### src/rtl/stim_sig_harness.sv
// stim_sig_harness
//
// On-chip stimulus/response harness for fuzz-generated designs. A Galois
// LFSR produces NUM_VEC stimulus vectors on the concatenated DUT input bus,
// and a MISR folds the DUT response into one SIG_W-bit signature. The
// response is captured LAT clocks after each vector to cover the DUT
// latency. The overall result of a run is a single signature compare.
//
// Parameters:
//   DATA_W   stimulus width (>= 2)
//   RESP_W   DUT response width
//   SIG_W    signature width (>= 2)
//   NUM_VEC  vectors per run (>= 1)
//   LAT      DUT response latency in clocks (>= 0)
//   SEED     LFSR seed (0 is replaced by 1)
//   TAPS     Galois LFSR feedback mask
//   SIG_POLY MISR feedback polynomial
//
// Ports:
//   clk        in   single clock, rising edge
//   rst        in   asynchronous, active-high reset
//   start      in   begin a run (acted on in IDLE or DONE only)
//   resp       in   DUT output bus [RESP_W]
//   golden     in   expected signature [SIG_W]
//   stim       out  DUT input bus [DATA_W]
//   stim_valid out  stim holds a live vector
//   busy       out  run or drain in progress
//   done       out  run complete, held until the next start
//   signature  out  current MISR value [SIG_W]
//   pass       out  done and signature matches golden
//
// Build option:
//   STIM_SIG_GOLDEN_CMP_EN  when defined, pass is a registered
//                           done && (signature == golden); otherwise golden
//                           is ignored and pass is tied low.

module stim_sig_harness #(
    parameter int                DATA_W   = 256,
    parameter int                RESP_W   = 635,
    parameter int                SIG_W    = 32,
    parameter int                NUM_VEC  = 21,
    parameter int                LAT      = 0,
    parameter logic [DATA_W-1:0] SEED     = DATA_W'(1),
    parameter logic [DATA_W-1:0] TAPS     = DATA_W'(8'hB8),
    parameter logic [SIG_W-1:0]  SIG_POLY = SIG_W'(32'h04C11DB7)
) (
    input  logic              clk,
    input  logic              rst,
    input  logic              start,
    input  logic [RESP_W-1:0] resp,
    input  logic [SIG_W-1:0]  golden,
    output logic [DATA_W-1:0] stim,
    output logic              stim_valid,
    output logic              busy,
    output logic              done,
    output logic [SIG_W-1:0]  signature,
    output logic              pass
);

    localparam logic [DATA_W-1:0] SEED_EFF = (SEED == '0) ? DATA_W'(1) : SEED;
    localparam int CNT_W  = (NUM_VEC > 1) ? $clog2(NUM_VEC) : 1;
    localparam int DRN_W  = (LAT > 1) ? $clog2(LAT) : 1;
    localparam int LAT_M1 = (LAT > 0) ? LAT - 1 : 0;
    localparam int NSLICE = (RESP_W + SIG_W - 1) / SIG_W;
    localparam int PAD_W  = NSLICE * SIG_W;

    localparam logic [CNT_W-1:0] LAST_VEC  = CNT_W'(NUM_VEC - 1);
    localparam logic [DRN_W-1:0] LAST_DRN  = DRN_W'(LAT_M1);

    typedef enum logic [1:0] {
        S_IDLE,
        S_RUN,
        S_DRAIN,
        S_DONE
    } state_t;

    // Galois LFSR step: shift right, fold taps back in when a one falls out.
    function automatic logic [DATA_W-1:0] lfsr_step(input logic [DATA_W-1:0] s);
        return (s >> 1) ^ (s[0] ? TAPS : '0);
    endfunction

    // XOR of all SIG_W-wide slices of the response; the top slice is
    // zero-padded when RESP_W is not a multiple of SIG_W.
    function automatic logic [SIG_W-1:0] resp_fold(input logic [RESP_W-1:0] r);
        logic [PAD_W-1:0] padded;
        logic [SIG_W-1:0] acc;
        padded = PAD_W'(r);
        acc    = '0;
        for (int i = 0; i < NSLICE; i++) begin
            acc = acc ^ padded[i*SIG_W +: SIG_W];
        end
        return acc;
    endfunction

    // MISR step: shift left with polynomial feedback, then absorb the fold.
    function automatic logic [SIG_W-1:0] misr_step(input logic [SIG_W-1:0] s,
                                                   input logic [SIG_W-1:0] f);
        return {s[SIG_W-2:0], 1'b0} ^ (s[SIG_W-1] ? SIG_POLY : '0) ^ f;
    endfunction

    state_t           state_q;
    state_t           state_d;
    logic [CNT_W-1:0] vec_cnt;
    logic [DRN_W-1:0] drn_cnt;
    logic             load;
    logic             adv;
    logic             cap_vld;
    logic [SIG_W-1:0] sig_d;

    // ------------------------------------------------------------------
    // Control: state register and next-state decode
    // ------------------------------------------------------------------
    always_ff @(posedge clk or posedge rst) begin
        if (rst) begin
            state_q <= S_IDLE;
        end else begin
            state_q <= state_d;
        end
    end

    always_comb begin
        state_d = state_q;
        load    = 1'b0;
        adv     = 1'b0;
        case (state_q)
            S_IDLE: begin
                if (start) begin
                    state_d = S_RUN;
                    load    = 1'b1;
                end
            end
            S_RUN: begin
                adv = 1'b1;
                if (vec_cnt == LAST_VEC) begin
                    state_d = (LAT > 0) ? S_DRAIN : S_DONE;
                end
            end
            S_DRAIN: begin
                if (drn_cnt == LAST_DRN) begin
                    state_d = S_DONE;
                end
            end
            S_DONE: begin
                if (start) begin
                    state_d = S_RUN;
                    load    = 1'b1;
                end
            end
            default: begin
                state_d = S_IDLE;
            end
        endcase
    end

    // Status outputs are flops loaded from the next state so they line up
    // with the state register rather than decoding it combinationally.
    always_ff @(posedge clk or posedge rst) begin
        if (rst) begin
            stim_valid <= 1'b0;
            busy       <= 1'b0;
            done       <= 1'b0;
        end else begin
            stim_valid <= (state_d == S_RUN);
            busy       <= (state_d == S_RUN) || (state_d == S_DRAIN);
            done       <= (state_d == S_DONE);
        end
    end

    // Vector and drain counters. vec_cnt saturates at the last vector so
    // it never wraps on the exit edge.
    always_ff @(posedge clk or posedge rst) begin
        if (rst) begin
            vec_cnt <= '0;
            drn_cnt <= '0;
        end else begin
            if (load) begin
                vec_cnt <= '0;
            end else if (adv && (vec_cnt != LAST_VEC)) begin
                vec_cnt <= vec_cnt + 1'b1;
            end
            if (state_q == S_DRAIN) begin
                drn_cnt <= drn_cnt + 1'b1;
            end else begin
                drn_cnt <= '0;
            end
        end
    end

    // ------------------------------------------------------------------
    // Stage p0: stimulus generation
    // ------------------------------------------------------------------
    always_ff @(posedge clk or posedge rst) begin
        if (rst) begin
            stim <= '0;
        end else if (load) begin
            stim <= SEED_EFF;
        end else if (adv) begin
            stim <= lfsr_step(stim);
        end
    end

    // ------------------------------------------------------------------
    // Stage p1..pLAT: valid delay matching the DUT latency
    // ------------------------------------------------------------------
    generate
        if (LAT == 0) begin : g_no_lat
            assign cap_vld = stim_valid;
        end else begin : g_lat
            logic [LAT-1:0] vld_p;
            always_ff @(posedge clk or posedge rst) begin
                if (rst) begin
                    vld_p <= '0;
                end else if (load) begin
                    vld_p <= '0;
                end else begin
                    vld_p <= LAT'({vld_p, stim_valid});
                end
            end
            assign cap_vld = vld_p[LAT-1];
        end
    endgenerate

    // ------------------------------------------------------------------
    // Response capture: MISR signature
    // ------------------------------------------------------------------
    always_comb begin
        sig_d = signature;
        if (load) begin
            sig_d = '0;
        end else if (cap_vld) begin
            sig_d = misr_step(signature, resp_fold(resp));
        end
    end

    always_ff @(posedge clk or posedge rst) begin
        if (rst) begin
            signature <= '0;
        end else begin
            signature <= sig_d;
        end
    end

    // ------------------------------------------------------------------
    // Verdict
    // ------------------------------------------------------------------
`ifdef STIM_SIG_GOLDEN_CMP_EN
    // Evaluated against the next-state signature so pass rises on the same
    // edge as done; tracks golden while the harness sits in DONE.
    always_ff @(posedge clk or posedge rst) begin
        if (rst) begin
            pass <= 1'b0;
        end else begin
            pass <= (state_d == S_DONE) && (sig_d == golden);
        end
    end
`else
    assign pass = 1'b0;
    logic unused_golden;
    assign unused_golden = ^golden;
`endif

endmodule

### config.mk
export PLATFORM = sky130hd
export DESIGN_NAME = stim_sig_harness
export DESIGN_NICKNAME = d
export VERILOG_FILES = /design/src/rtl/stim_sig_harness.sv
export SDC_FILE = /design/constraint.sdc
export NUM_CORES = 1
export LEC_CHECK = 0
export BUFFER_PORTS_ARGS = -buffer_cell sky130_fd_sc_hd__buf_2
export CORE_AREA = 2 2 374 376
export CTS_CLUSTER_DIAMETER = 40
export DETAILED_ROUTE_END_ITERATION = 10
export DIE_AREA = 0 0 376 378
export GPL_ROUTABILITY_DRIVEN = 0
export GPL_TIMING_DRIVEN = 0
export MAX_ROUTING_LAYER = met4
export PLACE_DENSITY_LB_ADDON = 0.3
export SYNTH_ARGS = -nofsm -noshare
export SYNTH_HDL_FRONTEND = slang
export SYNTH_SLANG_ARGS = --single-unit
### constraint.sdc
create_clock -name clk -period 3.55 [get_ports clk]
set_input_delay 0.71 -clock clk [delete_from_list [all_inputs] [get_ports clk]]
set_output_delay 0.71 -clock clk [all_outputs]
set_load 0.005 [all_outputs]
==> summary.md <==
| Metric | Value |
|---|---|
| Initial DRC Count | `269` |
| Slew Limit Headroom | `0.1560` |
| Worst Tran Pin Value | `1.266 ns` |
| Switching Fraction | `0.4705` |
| Reg2reg start | `state_q[0]` |
| Initial Util | `0.07324` |
| Maximum clock rate | `388.1 MHz` |
| CP Data Arrival Time | `2.85 ns` |
| Post-synth top cells | `xnor2_1, buf_4, xnor3_1` |
| Crit path time final | `2.577 ns` |
| Vias | `9,336` |
| Count leader, synth | `xnor2_1` |
| Hold-fix buffers, CTS | `0` |
| Share of power burned in registers | `0.155` |
| CTS resizes | `0` |
| Htree depth | `2` |
| Final setup vio count | `0` |
| Yosys top cell area share | `0.3765` |
| Largest delay share family, worst path | `buffers and inverters` |
| Flops & latches, synth | `51` |
| Crit path cell chain | `inv_1 > ha_1 > nand2_1 > clkbuf_1 > o21ai_0 > a211oi_1` |
| CP peak stage delay | `0.81 ns` |
| GRT Overall Usage | `0.08390` |
| First-pass GRT wire length | `75.56 mm` |
| Int Pwr | `0.004009 W` |
| Clock Sinks | `51` |
| Critical path startpoint category | `flip-flop` |
| Die height | `378 um` |
| Clk Latency, worst-skew pair | `0.37 ns` |
| DR WL/cell | `16.16 um` |
| Pin count of the biggest net entering global routing | `31` |
| Die area | `142,100 sq um` |
| Crit end category | `flip-flop` |
| P_sw | `0.003563 W` |
| Post-synth EDFFs | `0` |
| Num rows | `137` |
| Top-Level Pins | `962` |
| Final Cycle Share | `0.7258` |
| Clock share of power | `0.090` |
| Leak pwr | `8.275 nW` |
| Pwr/cell area | `445.8 nW/um^2` |
| Vias in the first global route | `9,040` |
| Power Total | `0.007572 W` |
| Clock-pin slew on the worst setup and hold paths | `0.12 ns` |
| Largest area contributor in the netlist | `xnor2_1` |
| Outcome | `finished, final reports clean` |
| I/O Buffers | `680` |
| Final hold vios | `0` |
| Syn Area/Cell | `9.725 sq um` |
| RSZ-0062 raised after global routing | `false` |
| Overflow after GRT | `0` |
| Synthesized cell area | `10,140 sq um` |
| Area grow syn2layout | `67.44%` |
| DRT antenna net count | `0` |
| Die W | `376 um` |
| Worst R2R Setup Slack | `0.97 ns` |
| Clock buffer count from CTS | `5` |
| Hpwl dp | `56.18 mm` |
| Peak VDD IR | `194.3 uV` |
| Netlist cell types | `24` |
| Core ar. | `138,500 sq um` |
| Cells after Synth | `1,043` |
| CP max stage cell | `clkbuf_1` |
| Req. time, crit path | `3.83 ns` |
| Count of final max-slew check failures | `0` |
| CTS max path bufs | `2` |
| Vias per cell | `2.450` |
| CP Class | `flip-flop to flip-flop` |
| WP buf/inv | `2` |
| DRT Pass-1 Iters | `4` |
| Fin nets | `2,655` |
| Drt drc | `0` |
| Fraction of layout cells with a size suffix above 1 | `0.4808` |
| Total setup buffers inserted after CTS | `0` |
| Async S/R FF share, synth | `1.000` |
| Worst reg2reg path endpoint | `signature[19]` |
| Initial antenna violation count | `55` |
| WL final | `61.56 mm` |
| CTS tree | `done` |
| Clk root buf | `clkbuf_16` |
| R2R depth | `6` |
| Comb power frac | `0.755` |
| Setup Skew | `0.01495 ns` |
| Top cells by area, synth | `xnor2_1, buf_4, xnor3_1, dfrtp_1, xor2_1` |
| Top_reg_cell synth | `dfrtp_1` |
| Hold Path Class | `input pin to async pin` |
| Synth warn | `0` |
| FILL cells | `16,081` |
| MaxCap Viol Count | `0` |
| Sequential area share after synthesis | `0.1258` |
| Core Util, Final | `0.1226` |
| Critical Path Fanout Max | `10` |
==> stage by stage <==
step / setup WS, ns / cells / area, sq um / setup TNS, ns / hold slack, ns
after floorplan: 1.610 / 1291 / 11070 / 0 / 0.3883
after global placement: -0.5342 / 3778 / 16740 / -25.93 / 0.4016
after detailed placement: 0.6461 / 3779 / 16770 / 0 / 0.4049
after CTS: 0.6863 / 3787 / 16930 / 0 / 0.3230
after global routing: 0.6472 / 3806 / 16970 / 0 / 0.3336
final: 0.9733 / 3810 / 16980 / 0 / 0.3507
==> layer usage <==
metal / track usage / share of wire
met5: - / 0
met4: 0.01238 / 0.0090
met3: 0.02957 / 0.087
met2: 0.1415 / 0.49
met1: 0.09740 / 0.41
==> power groups by stage <==
stage / sequential (W) / clock, W / combinational [W]
final: 0.00117 / 0.000679 / 0.00572
after CTS: 0.00120 / 0.000793 / 0.00594
after global placement: 0.00120 / 0 / 0.00591
after floorplan: 0.00108 / 0 / 0.00365
after detailed placement: 0.00121 / 0 / 0.00591
after global routing: 0.00124 / 0.000792 / 0.00629
==> state kept, by name, summed over array words and instances (netlist names) <==
| register | cells |
|---|---|
| signature | 32 |
| stim | 8 |
| vec_cnt | 5 |
| state_q | 2 |
| busy | 1 |
| done | 1 |
| drn_cnt | 1 |
| stim_valid | 1 |
==> layout make-up <==
class / count / area [sq um] / share of cell area
multi-input cells: 967 / 7815 / 0.4601
repair buffers: 681 / 3431 / 0.2020
clock inverters: 3 / 28.78 / 0.001694
well taps: 1807 / 2261 / 0.1331
flip-flops and latches: 51 / 1276 / 0.07514
diodes: 23 / 57.56 / 0.003389
inverters: 7 / 28.78 / 0.001694
clock buffers: 5 / 125.1 / 0.007367
plain buffers: 266 / 1961 / 0.1154
==> worst max path at each step <==
| stage | from | endpoint | slack, ns | cells past startpoint |
|---|---|---|---|---|
| after floorplan | rst | busy | 1.61 | 1 |
| after global placement | rst | signature[10] | -0.53 | 2 |
| after detailed placement | start | signature[15] | 0.65 | 5 |
| after CTS | state_q[0] | signature[19] | 0.69 | 6 |
| after global routing | state_q[0] | signature[15] | 0.65 | 6 |
| final | state_q[0] | signature[19] | 0.97 | 6 |
==> cell families (layout without fill, tap and decap cells) <==
group	Yosys count	in the layout	share of synthesized area
XOR/XNOR	567	567	0.5959
buffers and inverters	273	962	0.1955
adder cells (fa/ha/maj)	6	6	0.007401
other	1	272	0.0003697
AND/OR/NAND/NOR	69	69	0.03084
AO/OA/AOI/OAI	71	71	0.03923
flip-flops	51	51	0.1258
multiplexers	5	5	0.004934
==> worst reg2reg max path: cells and delay by family, from the launching register on <==
kind	cells	cell delay (ns)
AO/OA/AOI/OAI	2	0.52
adder cells (fa/ha/maj)	1	0.31
buffers and inverters	2	0.87
flip-flops	1	0.39
AND/OR/NAND/NOR	1	0.41
==> layout by cell type, fill, tap and decap left out, types with 17 or more instances in the layout <==
master    instances
xor2_1           49
xnor2_1         436
nand2_1          18
a211oi_1         17
buf_2           680
o21ai_0          34
buf_4           249
conb_1          249
xnor3_1          74
diode_2          23
a21oi_1          20
dfrtp_1          51
nor2_1           30
Note: power is estimated with default switching activity, not from simulation.
